--- src/rtl/uart_loader.sv ---
// uart_loader
// Boot-time program loader for the FlexPRET core. It receives a framed image
// over an 8N1 UART line and writes it, one 32-bit little-endian word at a
// time, into the core's instruction or data memory. The core is held in
// reset while a load is in progress and released by a RUN command.
//
// Frame: 0xA5, cmd, count_lo, count_hi, 4*count data bytes [, checksum]
//   cmd 0x01 load imem, 0x02 load dmem, 0x03 run (no count field)
//
// Optional feature macro: UART_LOADER_CHECKSUM_EN
//   When defined, a load frame carries one trailing XOR checksum byte. A bad
//   checksum sets error and disarms RUN until a load with a good checksum.
//
// Parameters:
//   CLKS_PER_BIT      core clocks per UART bit (minimum 4)
// Ports:
//   clk, reset        core clock, synchronous active-high reset
//   uart_rx           asynchronous serial input, idle high
//   io_imem_*         imem word address / write strobe / write data
//   io_dmem_*         dmem word address / access strobe / byte enables / data
//   core_reset        active-high reset to the core (1 out of reset)
//   busy              high from an accepted load command until the frame ends
//   error             sticky error flag, cleared by the next accepted load
module uart_loader #(
    parameter int CLKS_PER_BIT = 868
) (
    input  logic        clk,
    input  logic        reset,
    input  logic        uart_rx,
    output logic [11:0] io_imem_addr,
    output logic        io_imem_write,
    output logic [31:0] io_imem_data_in,
    output logic [11:0] io_dmem_addr,
    output logic        io_dmem_enable,
    output logic        io_dmem_byte_write_3,
    output logic        io_dmem_byte_write_2,
    output logic        io_dmem_byte_write_1,
    output logic        io_dmem_byte_write_0,
    output logic [31:0] io_dmem_data_in,
    output logic        core_reset,
    output logic        busy,
    output logic        error
);

    localparam int CW = $clog2(CLKS_PER_BIT);
    localparam logic [CW-1:0] BIT_LAST  = CW'(CLKS_PER_BIT - 1);
    localparam logic [CW-1:0] HALF_LAST = CW'(CLKS_PER_BIT / 2 - 1);

    typedef enum logic [2:0] {
        RX_IDLE, RX_START, RX_DATA, RX_STOP, RX_WAIT_HIGH
    } rx_state_t;

    typedef enum logic [2:0] {
        F_IDLE, F_CMD, F_CNT_LO, F_CNT_HI, F_DATA, F_CHK, F_DONE
    } f_state_t;

`ifdef UART_LOADER_CHECKSUM_EN
    // Running checksum over the data bytes of a frame.
    function automatic logic [7:0] chk_fold(input logic [7:0] acc, input logic [7:0] b);
        return acc ^ b;
    endfunction
`endif

    // ---------------- RX front end ----------------
    logic            rx_meta_r, rx_sync_r;
    rx_state_t       rx_state_r, rx_state_nxt_s;
    logic [CW-1:0]   rx_cnt_r, rx_cnt_nxt_s;
    logic [2:0]      rx_bit_r, rx_bit_nxt_s;
    logic [7:0]      rx_shift_r, rx_shift_nxt_s;
    logic            rx_done_s;
    logic            rx_stop_ok_s;

    // Two-flop synchronizer and RX bit-timing state register.
    always_ff @(posedge clk) begin
        if (reset) begin
            rx_meta_r  <= 1'b1;
            rx_sync_r  <= 1'b1;
            rx_state_r <= RX_IDLE;
            rx_cnt_r   <= '0;
            rx_bit_r   <= 3'd0;
            rx_shift_r <= 8'h00;
        end else begin
            rx_meta_r  <= uart_rx;
            rx_sync_r  <= rx_meta_r;
            rx_state_r <= rx_state_nxt_s;
            rx_cnt_r   <= rx_cnt_nxt_s;
            rx_bit_r   <= rx_bit_nxt_s;
            rx_shift_r <= rx_shift_nxt_s;
        end
    end

    // RX next state: half-bit start recheck, mid-bit data and stop sampling.
    always_comb begin
        rx_state_nxt_s = rx_state_r;
        rx_cnt_nxt_s   = rx_cnt_r;
        rx_bit_nxt_s   = rx_bit_r;
        rx_shift_nxt_s = rx_shift_r;
        rx_done_s      = 1'b0;
        rx_stop_ok_s   = 1'b0;
        case (rx_state_r)
            RX_IDLE: begin
                rx_cnt_nxt_s = '0;
                rx_bit_nxt_s = 3'd0;
                if (!rx_sync_r) rx_state_nxt_s = RX_START;
                else            rx_state_nxt_s = RX_IDLE;
            end
            RX_START: begin
                if (rx_cnt_r == HALF_LAST) begin
                    rx_cnt_nxt_s = '0;
                    // A high level at mid start bit is a glitch.
                    if (!rx_sync_r) rx_state_nxt_s = RX_DATA;
                    else            rx_state_nxt_s = RX_IDLE;
                end else begin
                    rx_cnt_nxt_s = rx_cnt_r + CW'(1);
                end
            end
            RX_DATA: begin
                if (rx_cnt_r == BIT_LAST) begin
                    rx_cnt_nxt_s   = '0;
                    rx_shift_nxt_s = {rx_sync_r, rx_shift_r[7:1]};
                    rx_bit_nxt_s   = rx_bit_r + 3'd1;
                    if (rx_bit_r == 3'd7) rx_state_nxt_s = RX_STOP;
                    else                  rx_state_nxt_s = RX_DATA;
                end else begin
                    rx_cnt_nxt_s = rx_cnt_r + CW'(1);
                end
            end
            RX_STOP: begin
                if (rx_cnt_r == BIT_LAST) begin
                    rx_cnt_nxt_s = '0;
                    rx_done_s    = 1'b1;
                    rx_stop_ok_s = rx_sync_r;
                    // After a bad stop bit the line is still low: wait for
                    // idle so the tail of the broken byte is not a new start.
                    if (rx_sync_r) rx_state_nxt_s = RX_IDLE;
                    else           rx_state_nxt_s = RX_WAIT_HIGH;
                end else begin
                    rx_cnt_nxt_s = rx_cnt_r + CW'(1);
                end
            end
            RX_WAIT_HIGH: begin
                if (rx_sync_r) rx_state_nxt_s = RX_IDLE;
                else           rx_state_nxt_s = RX_WAIT_HIGH;
            end
            default: begin
                rx_state_nxt_s = RX_IDLE;
            end
        endcase
    end

    // ---------------- Frame FSM ----------------
    f_state_t    f_state_r, f_state_nxt_s;
    logic        sel_dmem_r, sel_dmem_nxt_s;
    logic [15:0] count_r, count_nxt_s;
    logic [12:0] word_idx_r, word_idx_nxt_s;
    logic [1:0]  byte_idx_r, byte_idx_nxt_s;
    logic [23:0] word_r, word_nxt_s;
    logic [11:0] imem_addr_r, imem_addr_nxt_s, dmem_addr_r, dmem_addr_nxt_s;
    logic [31:0] imem_data_r, imem_data_nxt_s, dmem_data_r, dmem_data_nxt_s;
    logic        imem_write_r, imem_write_nxt_s, dmem_en_r, dmem_en_nxt_s;
    logic        core_reset_r, core_reset_nxt_s;
    logic        busy_r, busy_nxt_s, error_r, error_nxt_s;
    logic [15:0] count_full_s;
`ifdef UART_LOADER_CHECKSUM_EN
    logic [7:0]  chk_r, chk_nxt_s;
    logic        armed_r, armed_nxt_s;
`endif

    assign count_full_s = {rx_shift_r, count_r[7:0]};

    // Frame FSM state register and registered memory/control outputs.
    always_ff @(posedge clk) begin
        if (reset) begin
            f_state_r    <= F_IDLE;
            sel_dmem_r   <= 1'b0;
            count_r      <= 16'h0000;
            word_idx_r   <= 13'd0;
            byte_idx_r   <= 2'd0;
            word_r       <= 24'h000000;
            imem_addr_r  <= 12'h000;
            imem_data_r  <= 32'h0000_0000;
            imem_write_r <= 1'b0;
            dmem_addr_r  <= 12'h000;
            dmem_data_r  <= 32'h0000_0000;
            dmem_en_r    <= 1'b0;
            core_reset_r <= 1'b1;
            busy_r       <= 1'b0;
            error_r      <= 1'b0;
`ifdef UART_LOADER_CHECKSUM_EN
            chk_r        <= 8'h00;
            armed_r      <= 1'b1;
`endif
        end else begin
            f_state_r    <= f_state_nxt_s;
            sel_dmem_r   <= sel_dmem_nxt_s;
            count_r      <= count_nxt_s;
            word_idx_r   <= word_idx_nxt_s;
            byte_idx_r   <= byte_idx_nxt_s;
            word_r       <= word_nxt_s;
            imem_addr_r  <= imem_addr_nxt_s;
            imem_data_r  <= imem_data_nxt_s;
            imem_write_r <= imem_write_nxt_s;
            dmem_addr_r  <= dmem_addr_nxt_s;
            dmem_data_r  <= dmem_data_nxt_s;
            dmem_en_r    <= dmem_en_nxt_s;
            core_reset_r <= core_reset_nxt_s;
            busy_r       <= busy_nxt_s;
            error_r      <= error_nxt_s;
`ifdef UART_LOADER_CHECKSUM_EN
            chk_r        <= chk_nxt_s;
            armed_r      <= armed_nxt_s;
`endif
        end
    end

    // Frame decode: acts on each received byte at its stop-bit sample.
    always_comb begin
        f_state_nxt_s    = f_state_r;
        sel_dmem_nxt_s   = sel_dmem_r;
        count_nxt_s      = count_r;
        word_idx_nxt_s   = word_idx_r;
        byte_idx_nxt_s   = byte_idx_r;
        word_nxt_s       = word_r;
        imem_addr_nxt_s  = imem_addr_r;
        imem_data_nxt_s  = imem_data_r;
        imem_write_nxt_s = 1'b0;
        dmem_addr_nxt_s  = dmem_addr_r;
        dmem_data_nxt_s  = dmem_data_r;
        dmem_en_nxt_s    = 1'b0;
        core_reset_nxt_s = core_reset_r;
        busy_nxt_s       = busy_r;
        error_nxt_s      = error_r;
`ifdef UART_LOADER_CHECKSUM_EN
        chk_nxt_s        = chk_r;
        armed_nxt_s      = armed_r;
`endif
        if (rx_done_s && !rx_stop_ok_s) begin
            // Framing error: drop the byte and abandon the frame.
            error_nxt_s   = 1'b1;
            busy_nxt_s    = 1'b0;
            f_state_nxt_s = F_IDLE;
        end else if (f_state_r == F_DONE) begin
            // One cycle after the last strobe.
            busy_nxt_s    = 1'b0;
            f_state_nxt_s = F_IDLE;
        end else if (rx_done_s) begin
            case (f_state_r)
                F_IDLE: begin
                    if (rx_shift_r == 8'hA5) f_state_nxt_s = F_CMD;
                    else                     f_state_nxt_s = F_IDLE;
                end
                F_CMD: begin
                    case (rx_shift_r)
                        8'h01, 8'h02: begin
                            sel_dmem_nxt_s   = (rx_shift_r == 8'h02);
                            core_reset_nxt_s = 1'b1;
                            busy_nxt_s       = 1'b1;
                            error_nxt_s      = 1'b0;
                            f_state_nxt_s    = F_CNT_LO;
                        end
                        8'h03: begin
`ifdef UART_LOADER_CHECKSUM_EN
                            if (armed_r) core_reset_nxt_s = 1'b0;
                            else         error_nxt_s      = 1'b1;
`else
                            core_reset_nxt_s = 1'b0;
`endif
                            f_state_nxt_s = F_IDLE;
                        end
                        default: begin
                            error_nxt_s   = 1'b1;
                            f_state_nxt_s = F_IDLE;
                        end
                    endcase
                end
                F_CNT_LO: begin
                    count_nxt_s   = {8'h00, rx_shift_r};
                    f_state_nxt_s = F_CNT_HI;
                end
                F_CNT_HI: begin
                    count_nxt_s    = count_full_s;
                    word_idx_nxt_s = 13'd0;
                    byte_idx_nxt_s = 2'd0;
`ifdef UART_LOADER_CHECKSUM_EN
                    chk_nxt_s      = 8'h00;
`endif
                    if (count_full_s > 16'd4096) begin
                        error_nxt_s   = 1'b1;
                        busy_nxt_s    = 1'b0;
                        f_state_nxt_s = F_IDLE;
                    end else if (count_full_s == 16'd0) begin
`ifdef UART_LOADER_CHECKSUM_EN
                        f_state_nxt_s = F_CHK;
`else
                        busy_nxt_s    = 1'b0;
                        f_state_nxt_s = F_IDLE;
`endif
                    end else begin
                        f_state_nxt_s = F_DATA;
                    end
                end
                F_DATA: begin
`ifdef UART_LOADER_CHECKSUM_EN
                    chk_nxt_s = chk_fold(chk_r, rx_shift_r);
`endif
                    byte_idx_nxt_s = byte_idx_r + 2'd1;
                    case (byte_idx_r)
                        2'd0: word_nxt_s[7:0]   = rx_shift_r;
                        2'd1: word_nxt_s[15:8]  = rx_shift_r;
                        2'd2: word_nxt_s[23:16] = rx_shift_r;
                        2'd3: begin
                            if (sel_dmem_r) begin
                                dmem_addr_nxt_s = word_idx_r[11:0];
                                dmem_data_nxt_s = {rx_shift_r, word_r};
                                dmem_en_nxt_s   = 1'b1;
                            end else begin
                                imem_addr_nxt_s  = word_idx_r[11:0];
                                imem_data_nxt_s  = {rx_shift_r, word_r};
                                imem_write_nxt_s = 1'b1;
                            end
                            word_idx_nxt_s = word_idx_r + 13'd1;
                            if ({3'b000, word_idx_r} + 16'd1 == count_r) begin
`ifdef UART_LOADER_CHECKSUM_EN
                                f_state_nxt_s = F_CHK;
`else
                                f_state_nxt_s = F_DONE;
`endif
                            end else begin
                                f_state_nxt_s = F_DATA;
                            end
                        end
                        default: word_nxt_s = word_r;
                    endcase
                end
`ifdef UART_LOADER_CHECKSUM_EN
                F_CHK: begin
                    if (rx_shift_r == chk_r) begin
                        armed_nxt_s = 1'b1;
                    end else begin
                        armed_nxt_s = 1'b0;
                        error_nxt_s = 1'b1;
                    end
                    busy_nxt_s    = 1'b0;
                    f_state_nxt_s = F_IDLE;
                end
`endif
                default: begin
                    f_state_nxt_s = F_IDLE;
                end
            endcase
        end else begin
            f_state_nxt_s = f_state_r;
        end
    end

    assign io_imem_addr         = imem_addr_r;
    assign io_imem_write        = imem_write_r;
    assign io_imem_data_in      = imem_data_r;
    assign io_dmem_addr         = dmem_addr_r;
    assign io_dmem_enable       = dmem_en_r;
    assign io_dmem_byte_write_3 = dmem_en_r;
    assign io_dmem_byte_write_2 = dmem_en_r;
    assign io_dmem_byte_write_1 = dmem_en_r;
    assign io_dmem_byte_write_0 = dmem_en_r;
    assign io_dmem_data_in      = dmem_data_r;
    assign core_reset           = core_reset_r;
    assign busy                 = busy_r;
    assign error                = error_r;

endmodule

--- config.mk ---
export PLATFORM = sky130hd
export DESIGN_NAME = uart_loader
export DESIGN_NICKNAME = d
export VERILOG_FILES = /design/src/rtl/uart_loader.sv
export SDC_FILE = /design/constraint.sdc
export NUM_CORES = 1
export LEC_CHECK = 0
export BUFFER_PORTS_ARGS = -buffer_cell sky130_fd_sc_hd__buf_4
export CAP_MARGIN = 20
export CORE_UTILIZATION = 40
export CTS_BUF_LIST = sky130_fd_sc_hd__clkbuf_16
export DETAILED_ROUTE_END_ITERATION = 7
export GPL_ROUTABILITY_DRIVEN = 0
export SYNTH_ARGS = -nofsm -noshare
export SYNTH_HDL_FRONTEND = slang
export SYNTH_SLANG_ARGS = --single-unit
--- constraint.sdc ---
create_clock -name clk -period 4.51 [get_ports clk]
set_clock_uncertainty 0.15 [all_clocks]
set_input_delay 0.6765 -clock clk [delete_from_list [all_inputs] [get_ports clk]]
set_output_delay 0.6765 -clock clk [all_outputs]
set_load 0.01 [all_outputs]
==> results_dict.tcl <==
set metrics [dict create \
    ys_seq_elements 178 \
    synth_edf_count 0 \
    synth_ff_type "dfxtp_1" \
    tns_ns 0 \
    dpl.hpwl_um 12300 \
    min_period_ns 3.16 \
    post_cts_buffers 0 \
    postSynth.asyncResetShare 0 \
    ys.warnings.count 0 \
    path_max_fanout 38 \
    cp_cell_sequence "or3b_4 > nor4_4 > buf_4 > nand3_2 > nor2_4 > buf_4 > nand2_1 > a21oi_1" \
    rsz0062_at_grt "no" \
    start_kind "register" \
    die-area_sq_um 19500 \
    layout_worst_path_cycle_share 0.702 \
    fin_nets 1006 \
    ir_worst_vdd_mv 0.275 \
    drv_cap 0 \
    routed_wl_um 19300 \
    n_antenna_cell 0 \
    slew_viol_final 0 \
    critPathSlowestCell "nor2_4" \
    fin_area_sq_um 8870 \
    num_vias 6471 \
    layout_commonest_cell "nand2_1" \
    cts_sinks 178 \
    met3_length_um 880 \
    slew_headroom 0.321 \
    p_leak_uw 0.00323 \
    cts-resized-gates 0 \
    ctsHoldBuffers 0 \
    area_growth_pct 17.1 \
    start_util 0.415 \
    clkTransAtPathRegs_ns 0.07 \
    postSynthCellCount 944 \
    worstSetupEndpointType "register" \
    highest_layer "met4" \
    ys_seq_area_frac 0.471 \
    die_x_um 140 \
    grt.overflow.total 0 \
    mostFrequentLayoutCells "nand2_1 (260), dfxtp_1 (178), a21oi_1 (150)" \
    grt_usage 0.200 \
    grt_max_degree 96 \
    grt_first_pass_wirelength_um 31200 \
    power.total_uw 3050 \
    crit_arrival_ns 3.37 \
    ios 100 \
    hold_class "reg -> reg" \
    core_area_sq_um 18300 \
    dpl_cell_area_sq_um 8250 \
    cts_tree "yes" \
    cp.required_ns 4.71 \
    drc_errors 0 \
    power.density_nw_per_um2 344 \
    port-buffer-count 99 \
    fmax_mhz 316 \
    hold_viol_final 0 \
    status "complete, no violations" \
    initialDrtViolationCount 522 \
    antenna_found_initial 0 \
    cpMostUsedCell "buf_4" \
    syn_nets 956 \
    cts-root-buf "clkbuf_16" \
    met1_length_um 9330 \
    tightest_slew_ns 1.02 \
    die_h_um 140 \
    setup_viol 0 \
    synthesis.area_sq_um 7570 \
    cts_made_buffers 17 \
    clock_path_buffers 2 \
    firstDrtPassIters 5 \
    cts_htree_levels 4 \
    drive_gt1_frac 0.156 \
    post_synth_num_cell_types 56 \
    clk_latency_ns 0.43 \
    wl_met2_um 8940 \
    fp-row-count 49 \
    wl_per_cell_um 15.7 \
    avgSynthCellArea_sq_um 8.02 \
    crit_type "reg -> reg" \
    via_per_inst 5.24 \
    cpPeakStageDelay_ns 0.77 \
    grt_pass1_vias 5886 \
    drtAntennaViolNets 0 \
]
## routing by layer
metal  global-route usage  vias up
met5                    0        -
met4               0.0509        0
met3               0.0471       13
met2                0.317      139
met1                0.274     3032
li1                     -     3287
## sequential cells by signal (all words and copies together), names as in the netlist, 8 cells and up
| name | cells |
|---|---|
| count_r | 16 |
| io_dmem_addr | 12 |
| io_dmem_data_in | 32 |
| io_imem_addr | 12 |
| io_imem_data_in | 32 |
| rx_cnt_r | 10 |
| rx_shift_r | 8 |
| word_idx_r | 13 |
| word_r | 24 |
## final timing paths
check | start | to | slack, ns | cells past startpoint
min reg2reg | rx_meta_r | rx_sync_r | 0.26 | 1
max reg2reg | rx_cnt_r[8] | io_dmem_data_in[4] | 1.35 | 8
max | rx_cnt_r[8] | io_dmem_data_in[4] | 1.35 | 8
min | rx_meta_r | rx_sync_r | 0.26 | 1
## synth_stat cells (3+ instances only)
cell | n | area [sq um]
o21ai_0 | 26 | 130
buf_4 | 5 | 37.5
nor2b_1 | 3 | 18.8
buf_2 | 21 | 105
nand2_1 | 260 | 976
inv_1 | 11 | 41.3
a31oi_1 | 5 | 31.3
or3_1 | 7 | 43.8
nor3_1 | 14 | 70.1
buf_6 | 9 | 101
nand3b_1 | 3 | 22.5
a21oi_1 | 150 | 751
nand3_1 | 7 | 35.0
or2_2 | 3 | 18.8
and3_1 | 11 | 68.8
ha_1 | 9 | 113
mux2i_1 | 10 | 100
nand3_2 | 3 | 30.0
a22oi_1 | 12 | 90.1
or3b_1 | 5 | 43.8
xor2_1 | 14 | 123
or4_1 | 6 | 45.0
nand2b_1 | 3 | 18.8
clkbuf_1 | 39 | 146
xnor2_1 | 16 | 140
nor2_1 | 55 | 206
nor4_1 | 11 | 68.8
dfxtp_1 | 178 | 3560
nand4b_1 | 3 | 26.3
nand4_1 | 11 | 68.8
nor2_4 | 3 | 33.8
## kinds of logic after synthesis
logic type	Yosys count	synth area share
AOI/OAI and AO/OA	208	0.150
xor gates and xnor gates	30	0.0347
adders and majority gates	9	0.0149
buffers and inverters	85	0.0570
DFF	178	0.471
muxes	10	0.0132
and+or+nand+nor	424	0.260
## where the power goes
group / total, uW / leakage (uW) / switching (uW) / internal [uW]
logic: 35.8 / 0.00152 / 29.6 / 6.18
clock network: 1440 / 0.000276 / 705 / 732
registers: 1570 / 0.00143 / 2.53 / 1570
## cell type report
class / instances / area [sq um]
fillers: 1825 / 9400
well taps: 229 / 287
clock buffers: 17 / 425
inverters: 11 / 41.3
clock inverters: 15 / 144
flip-flops and latches: 178 / 3560
repair buffers: 105 / 821
multi-input cells: 681 / 3580
## critical path, delay by kind of cell, from the launching register on
family / cells / cell delay (ns)
compound gates: 1 / 0.15
buf+inv: 2 / 0.55
flops: 1 / 0.39
simple gates: 5 / 1.84
## stage by stage
step | instances | utilization | hold WS [ns] | setup WS [ns]
global placement | 1202 | 0.452 | 0.240 | 1.40
finish | 1236 | 0.485 | 0.260 | 1.35
CTS | 1234 | 0.483 | 0.262 | 1.35
global route | 1236 | 0.485 | 0.271 | 1.16
detailed placement | 1202 | 0.452 | 0.245 | 1.37
floorplan | 944 | - | 0.239 | 2.39
No activity file was read; power rests on OpenSTA's default activity.
